$ cat config.mk
export PLATFORM = sky130hd
export DESIGN_NAME = alu_seq_ctrl
export DESIGN_NICKNAME = d
export VERILOG_FILES = /design/src/rtl/alu_seq_pkg.sv /design/src/rtl/alu_seq_decode.sv /design/src/rtl/alu_seq_ctrl.sv
export SDC_FILE = /design/constraint.sdc
export NUM_CORES = 1
export LEC_CHECK = 0
export ABC_CLOCK_PERIOD_IN_PS = 2300
export BUFFER_PORTS_ARGS = -buffer_cell sky130_fd_sc_hd__buf_4
export CORE_MARGIN = 2
export CORE_UTILIZATION = 37
export DETAILED_ROUTE_END_ITERATION = 16
export SLEW_MARGIN = 5
export SYNTH_ARGS = -nofsm -noshare
export SYNTH_HDL_FRONTEND = slang
export SYNTH_SLANG_ARGS = --single-unit
$ cat constraint.sdc
create_clock -name clk -period 2.3 [get_ports clk]
set_input_delay 0.23 -clock clk [delete_from_list [all_inputs] [get_ports clk]]
set_output_delay 0.23 -clock clk [all_outputs]
set_load 0.005 [all_outputs]
$ cat src/rtl/alu_seq_pkg.sv
// Shared types and constants for the alu_seq_ctrl instruction sequencer.
// Optional busy-cycle counter is enabled by ALU_SEQ_CYCLE_CNT_EN (see alu_seq_ctrl).
package alu_seq_pkg;

  typedef enum logic [2:0] {
    S_IDLE  = 3'd0,
    S_GET_A = 3'd1,
    S_GET_B = 3'd2,
    S_EXEC  = 3'd3,
    S_WRITE = 3'd4,
    S_ERR   = 3'd5
  } state_t;

  typedef enum logic [1:0] {
    CLS_ALU     = 2'd0,
    CLS_MOV_IMM = 2'd1,
    CLS_MOV_REG = 2'd2,
    CLS_ILLEGAL = 2'd3
  } cls_t;

  localparam logic [2:0] OPC_ALU = 3'b101;
  localparam logic [2:0] OPC_MOV = 3'b110;

  localparam logic [1:0] MOV_IMM = 2'b10;
  localparam logic [1:0] MOV_REG = 2'b00;

  localparam logic [1:0] ALU_ADD  = 2'b00;
  localparam logic [1:0] ALU_SUB  = 2'b01;
  localparam logic [1:0] ALU_AND  = 2'b10;
  localparam logic [1:0] ALU_NOTB = 2'b11;

  localparam logic [2:0] NSEL_NONE = 3'b000;
  localparam logic [2:0] NSEL_RM   = 3'b001;
  localparam logic [2:0] NSEL_RD   = 3'b010;
  localparam logic [2:0] NSEL_RN   = 3'b100;

endpackage

$ cat src/rtl/alu_seq_decode.sv
// Combinational instruction-field decode for alu_seq_ctrl: class, CMP flag,
// whether the A operand and a writeback are needed, and the sign-extended immediate.
module alu_seq_decode
  import alu_seq_pkg::*;
#(
  parameter int W = 16
) (
  input  logic [15:0]  ir,
  output cls_t         cls,
  output logic         is_cmp,
  output logic         needs_a,
  output logic         needs_write,
  output logic [W-1:0] sximm8
);

  // Register numbers are consumed by the datapath, not by this controller.
  logic unused_rn;
  assign unused_rn = ^ir[10:8];

  always_comb begin
    cls = CLS_ILLEGAL;
    if (ir[15:13] == OPC_ALU) begin
      cls = CLS_ALU;
    end else if (ir[15:13] == OPC_MOV) begin
      if (ir[12:11] == MOV_IMM)
        cls = CLS_MOV_IMM;
      else if (ir[12:11] == MOV_REG)
        cls = CLS_MOV_REG;
    end
    is_cmp      = (cls == CLS_ALU) && (ir[12:11] == ALU_SUB);
    needs_a     = (cls == CLS_ALU) && (ir[12:11] != ALU_NOTB);
    needs_write = (cls != CLS_ILLEGAL) && !is_cmp;
  end

  assign sximm8 = {{(W-8){ir[7]}}, ir[7:0]};

endmodule

$ cat src/rtl/alu_seq_ctrl.sv
// Multi-cycle control FSM sequencing register read, execute, status and writeback strobes.
// Define ALU_SEQ_CYCLE_CNT_EN to add the saturating busy_cycles counter output.
module alu_seq_ctrl
  import alu_seq_pkg::*;
#(
  parameter int W = 16
) (
  input  logic         clk,
  input  logic         rst_n,
  input  logic [15:0]  instr,
  input  logic         in_valid,
  output logic         in_ready,
  output logic [2:0]   nsel,
  output logic         loada,
  output logic         loadb,
  output logic         asel,
  output logic         loadc,
  output logic         loads,
  output logic         write,
  output logic         vsel,
  output logic [1:0]   alu_op,
  output logic [1:0]   shift,
  output logic [W-1:0] sximm8,
  output logic         done,
  output logic         err
`ifdef ALU_SEQ_CYCLE_CNT_EN
  , output logic [15:0] busy_cycles
`endif
);

  state_t       state, state_n;
  logic [15:0]  ir, ir_n;
  cls_t         cls;
  logic         is_cmp, needs_a, needs_write;
  logic [W-1:0] sx_n;

  logic         ready_n, loada_n, loadb_n, asel_n, loadc_n, loads_n;
  logic         write_n, vsel_n, done_n, err_n;
  logic [2:0]   nsel_n;
  logic [1:0]   alu_op_n, shift_n;

  // Decoding the next IR lets every Moore output be registered one cycle early.
  alu_seq_decode #(.W(W)) u_decode (
    .ir          (ir_n),
    .cls         (cls),
    .is_cmp      (is_cmp),
    .needs_a     (needs_a),
    .needs_write (needs_write),
    .sximm8      (sx_n)
  );

  always_comb begin
    ir_n = ir;
    if (state == S_IDLE && in_valid)
      ir_n = instr;
  end

  always_comb begin
    state_n = S_IDLE;
    case (state)
      S_IDLE: begin
        if (in_valid) begin
          case (cls)
            CLS_ALU:     state_n = needs_a ? S_GET_A : S_GET_B;
            CLS_MOV_REG: state_n = S_GET_B;
            CLS_MOV_IMM: state_n = S_WRITE;
            default:     state_n = S_ERR;
          endcase
        end
      end
      S_GET_A: state_n = S_GET_B;
      S_GET_B: state_n = S_EXEC;
      S_EXEC:  state_n = needs_write ? S_WRITE : S_IDLE;
      default: state_n = S_IDLE;
    endcase

    ready_n = (state_n == S_IDLE);
    loada_n = (state_n == S_GET_A);
    loadb_n = (state_n == S_GET_B);
    asel_n  = (state_n == S_EXEC) && (cls == CLS_MOV_REG);
    loadc_n = (state_n == S_EXEC) && !is_cmp;
    loads_n = (state_n == S_EXEC) && is_cmp;
    write_n = (state_n == S_WRITE);
    vsel_n  = (state_n == S_WRITE) && (cls == CLS_MOV_IMM);
    done_n  = (state_n == S_WRITE) || ((state_n == S_EXEC) && is_cmp);
    err_n   = (state_n == S_ERR);

    case (state_n)
      S_GET_A: nsel_n = NSEL_RN;
      S_GET_B: nsel_n = NSEL_RM;
      S_WRITE: nsel_n = (cls == CLS_MOV_IMM) ? NSEL_RN : NSEL_RD;
      default: nsel_n = NSEL_NONE;
    endcase

    alu_op_n = (cls == CLS_ALU) ? ir_n[12:11] : ALU_ADD;
    shift_n  = (cls == CLS_ALU || cls == CLS_MOV_REG) ? ir_n[4:3] : 2'b00;
  end

  always_ff @(posedge clk or negedge rst_n) begin
    if (!rst_n) begin
      state    <= S_IDLE;
      ir       <= '0;
      in_ready <= 1'b1;
      nsel     <= '0;
      loada    <= 1'b0;
      loadb    <= 1'b0;
      asel     <= 1'b0;
      loadc    <= 1'b0;
      loads    <= 1'b0;
      write    <= 1'b0;
      vsel     <= 1'b0;
      alu_op   <= '0;
      shift    <= '0;
      sximm8   <= '0;
      done     <= 1'b0;
      err      <= 1'b0;
`ifdef ALU_SEQ_CYCLE_CNT_EN
      busy_cycles <= '0;
`endif
    end else begin
      state    <= state_n;
      ir       <= ir_n;
      in_ready <= ready_n;
      nsel     <= nsel_n;
      loada    <= loada_n;
      loadb    <= loadb_n;
      asel     <= asel_n;
      loadc    <= loadc_n;
      loads    <= loads_n;
      write    <= write_n;
      vsel     <= vsel_n;
      alu_op   <= alu_op_n;
      shift    <= shift_n;
      sximm8   <= sx_n;
      done     <= done_n;
      err      <= err_n;
`ifdef ALU_SEQ_CYCLE_CNT_EN
      if (state != S_IDLE && busy_cycles != '1)
        busy_cycles <= busy_cycles + 16'd1;
`endif
    end
  end

endmodule
; ---- Yosys cells after proc, flatten, opt, wreduce, memory -nomap -nowiden
; Index checks and enable logic that the tools add are counted.
; Widths: inputs -> output; s select.
[totals]
latchBits = 0
ramBits = 0
word_cells = 62
regBits = 44
mem_count = 0
inputBits = 19
rom_bits = 0
[op_classes]
n_mux = 14
n_eq_ne = 16
shifts = 0
bitwise_logic = 0
div = 0
add_sub_neg = 0
magnitude_cmp = 0
n_mul = 0
reduce_logical = 15
[op_table]
columns = cell, n
row1 = $pmux 3 s3, 2
row2 = $mux 16, 1
row3 = $eq 3x2->1 const B, 4
row4 = $eq 3x3->1 const B, 4
row5 = $mux 2, 6
row6 = $pmux 3 s4, 1
row7 = $mux 3, 3
row8 = $logic_and 1x1->1, 8
row9 = $eq 3x1->1 const B, 2
row10 = $logic_not 3->1, 2
row11 = $eq 2x1->1 const B, 2
row12 = $eq 2x2->1 const B, 2
row13 = $logic_not 2->1, 2
row14 = $ne 2x2->1 const B, 2
row15 = $logic_or 1x1->1, 2
row16 = $logic_not 1->1, 1
row17 = $mux 1, 1

; ---- Logic depth before layout (Yosys ltp)
[logic_depth]
ltp_word = 17
ltp_mapped = 6
ltp_nobuf = 5

; ---- Hierarchy
; A second synthesis with hierarchy kept.
[unflattened]
hier_cells = 135
area_unflattened_um2 = 1908.1
[by_module_without_submodules]
columns = mod, cells_per_inst, n_inst, area_per_inst_um2
row1 = alu_seq_ctrl, 107, 1, 1705.4
row2 = alu_seq_decode, 28, 1, 202.7

; ---- Worst setup path before layout
; No wires, ideal clock.
[synth_path]
path_kind = register to register
startpoint = register state[0]
endpoint = register nsel[1]
setup_ps = 80
slack_ps = 361
arrival_ps = 1859
stages_incl_launch_ff = 7
synth_period_minus_slack_ps = 1939
cell_sequence = dfrtp_1 -> or4b_1 -> buf_2 -> a211oi_1 -> a41oi_1 -> or3b_4 -> nor3b_2
[synth_via]
elab_chain_len = 16
[synth_rtl]
columns = item, line
row1 = from (decl), alu_seq_ctrl.sv:31  ; state_t state, state_n;
row2 = from (signal assigned), alu_seq_ctrl.sv:121  ; state <= state_n;
row3 = $logic_not 3->1, "alu_seq_ctrl.sv:54, alu_seq_ctrl.sv:60"
row4 = $logic_and 1x1->1, alu_seq_ctrl.sv:54  ; if (state == S_IDLE && in_valid)
row5 = $mux 16, alu_seq_ctrl.sv:54
row6 = $logic_not 2->1, alu_seq_decode.sv:27  ; else if (ir[12:11] == MOV_REG)
row7 = $mux 1, alu_seq_decode.sv:27
row8 = $mux 2, alu_seq_decode.sv:25  ; if (ir[12:11] == MOV_IMM)
row9 = $mux 2, alu_seq_decode.sv:24  ; end else if (ir[15:13] == OPC_MOV) begin
row10 = $mux 2, alu_seq_decode.sv:22  ; if (ir[15:13] == OPC_ALU) begin
row11 = $logic_not 2->1, "alu_seq_decode.sv:30, alu_seq_decode.sv:31, alu_seq_ctrl.sv:63"
row12 = $logic_and 1x1->1 (on tied branches), "alu_seq_decode.sv:31, alu_seq_decode.sv:30"
row13 = $mux 2 or $logic_not 1->1 (tied branches), "alu_seq_ctrl.sv:64, alu_seq_decode.sv:32"
row14 = $pmux 3 s3 or $logic_and 1x1->1 (tied branches), "alu_seq_ctrl.sv:63, alu_seq_decode.sv:32"
row15 = $mux 3 (on tied branches), "alu_seq_ctrl.sv:62, alu_seq_ctrl.sv:73"
row16 = $pmux 3 s4, alu_seq_ctrl.sv:60  ; case (state)
row17 = "$eq 3x3->1, or another cell as far along", alu_seq_ctrl.sv:88  ; case (state_n)
row18 = $pmux 3 s3 (*), alu_seq_ctrl.sv:88
row19 = via nsel_n[1], alu_seq_ctrl.sv:39  ; logic [2:0] nsel_n;
row20 = to (signal assigned), alu_seq_ctrl.sv:124  ; nsel <= nsel_n;
row21 = to (decl), alu_seq_ctrl.sv:13  ; output logic [2:0] nsel,
; Mark *: on every way through the listed nets, which the timed path passes. The rest lies on a longest branch.
; A chain may end at the register's enable or synchronous reset.

; ---- Final worst setup path
; Same ends and word-level chain as after synthesis.

==> run summary <==
Status -> finished, final reports clean
First-pass GRT wire length -> 4850 um
DR iter-0 viols -> 57
Clk_lat worst skew -> 0.28 ns
Layout area overhead -> 29.3%
CTS Buf Count -> 5
Worst slew margin -> 0.673
Ranking of synthesized cells by area -> dfrtp_1 (53%), nand2_1 (12%), buf_4 (8.7%)
Hold Path Class -> in -> reg
Skew final -> 0.00335 ns
Vias in the first global route -> 1087
Synth top area share -> 0.531
Avg Cell Area, Syn -> 9.67 um2
Final GP Congestion -> 0.857
Synth cell count leaders -> nand2_1 (45), dfrtp_1 (31), buf_4 (17)
Via count -> 1107
Root buf cell -> clkbuf_8
Fin. Hold Viols -> 0
Max VDD drop -> 0.000455 V
CP Launch Type -> register
Largest area contributor in the netlist -> dfrtp_1
Routed Antenna Nets -> 0
Fmax -> 504 MHz
Worst-margin pin slew -> 0.484 ns
Sum Neg Setup Slack -> 0 ns
Post-CTS sizing -> 0
Die Y -> 66.8 um
Vias per cell -> 4.67
RSZ-0062 raised after global routing -> no
Final worst path period share -> 0.863
# IOs -> 52
Clock Path Buffers -> 2
Number of H-tree levels -> 2
Post-CTS setup buffers -> 0
Seq. cell area -> 802 um2
Top_reg_cell synth -> dfrtp_1
Grt total ovfl -> 0
Diodes inserted -> 0
Max-cap viol count -> 0
FF+latch count, synth -> 32
Synth Cell Area -> 1460 um2
CP Capture Type -> register
Cell leakage power -> 0.000990 uW
Synth cell types -> 31
Power per standard cell area -> 1220 nW/um2
Warnings from Yosys -> 0
Inst Count DP -> 228
Initial Util -> 0.393
Drt first pass iters -> 4
EDFF count, synth -> 0
Most frequent cell after synthesis -> nand2_1
WP data required -> 2.50 ns
Asr flop ratio synth -> 1.00
# clock sinks -> 32
Die Wd -> 66.8 um
Slew Limit Fails -> 0
Final Setup Violations -> 0
Core Rows -> 22
Syn_nets -> 170
Hold buffer count at cts -> 1
Port Buf Inserts -> 48
DP HPWL -> 2160 um
Worst Path Arrival -> 2.19 ns
Fin cells -> 237
Core area -> 3720 um2
Worst Path Max Fanout -> 6
Layout cells sized above 1 -> 0.339
Seq/Total Area, Yosys -> 0.549
Synth Instances -> 151
FILL cells -> 340
NumNets Final -> 207
Antenna violations before repair -> 0
Crit path kind -> reg -> reg
Largest net degree at the start of global routing -> 33
Per-cell routed wire length -> 12.1 um
Min Hold Slack -> 0.135 ns
Gr usage total -> 0.148
Tmin final -> 1.98 ns
Drt drc -> 0
CTS tree -> yes
DRT Wirelength -> 2870 um
Worst-path clk slew -> 0.06 ns
Area taken by multi-input logic gates -> 507 um2
Area of the die -> 4460 um2
==> flip-flops by register name, indices dropped and copies added (netlist names) <==
name / count
err: 1
asel: 1
vsel: 1
loada: 1
state: 3
nsel: 3
in_ready: 1
write: 1
done: 1
shift: 2
ir: 6
loads: 1
alu_op: 2
sximm8: 7
loadc: 1
==> per-layer routing <==
metal  share of wire  vias to the layer above  global-route usage
li1                -                      553                   -
met1            0.43                      523               0.180
met2            0.50                       26               0.238
met3           0.051                        5              0.0507
met4           0.018                        0              0.0663
met5               0                        -                   0
==> path summary, 6_finish.rpt <==
check                      depth (start not counted)               endpoint  slack [ns]                  start
setup / recovery                                   5      nsel[1]$_DFF_PN0_        0.32     state[0]$_DFF_PN0_
hold reg to reg                                    2  sximm8[5]$_DFFE_PN0N_        0.48  sximm8[5]$_DFFE_PN0N_
hold / removal                                     3  sximm8[5]$_DFFE_PN0N_        0.13               instr[5]
min in group asynchronous                          2      ir[7]$_DFFE_PN0N_        0.41                  rst_n
max in group asynchronous                          2     in_ready$_DFF_PN1_        1.57                  rst_n
setup reg to reg                                   5      nsel[1]$_DFF_PN0_        0.32     state[0]$_DFF_PN0_
==> layout by cell type, fill, tap and decap left out, types with 3 or more instances in the layout <==
master / netlist / final
nand2_1: 45 / 45
and2_1: 3 / 3
clkbuf_8: 0 / 7
o21bai_1: 3 / 3
o21ai_0: 5 / 5
nor2_1: 7 / 7
a21oi_1: 3 / 3
a31oi_1: 3 / 3
buf_4: 17 / 50
nor2b_1: 6 / 6
dfrtp_1: 31 / 31
==> cell type report <==
cell class,instances,area share
well taps,48,0.0318
multi-input cells,96,0.268
inverters,2,0.00398
clock buffers,7,0.0510
flip-flops and latches,32,0.425
clock inverters,1,0.0159
repair buffers,51,0.204
==> through the flow <==
stage               instance area [um2]  utilization  total power, uW  worst slack (ns)
floorplan                          1460            -             1480             0.361
global placement                   1750        0.471             1720             0.382
detailed placement                 1750        0.471             1750             0.348
CTS                                1890        0.508             2340             0.322
global route                       1890        0.508             2480             0.173
finish                             1890        0.508             2300             0.316
==> power by group <==
| part | internal (uW) | leakage [uW] | switching (uW) |
|---|---|---|---|
| clock network | 382 | 0.0000645 | 193 |
| logic | 433 | 0.000509 | 389 |
| registers | 759 | 0.000416 | 147 |
==> worst max-delay path: stages (launching register included) <==
cell,delay [ns]
dfrtp_1,0.43
or4b_1,0.59
a211oi_1,0.19
a41oi_1,0.09
or3b_4,0.44
nor3b_2,0.16
==> kinds of logic after synthesis <==
kind of cell    Yosys count  share of synthesized area
buf+inv                  23                      0.104
compound gates           21                     0.0951
flops                    32                      0.549
simple gates             75                      0.252
No activity file was read; power rests on OpenSTA's default activity.
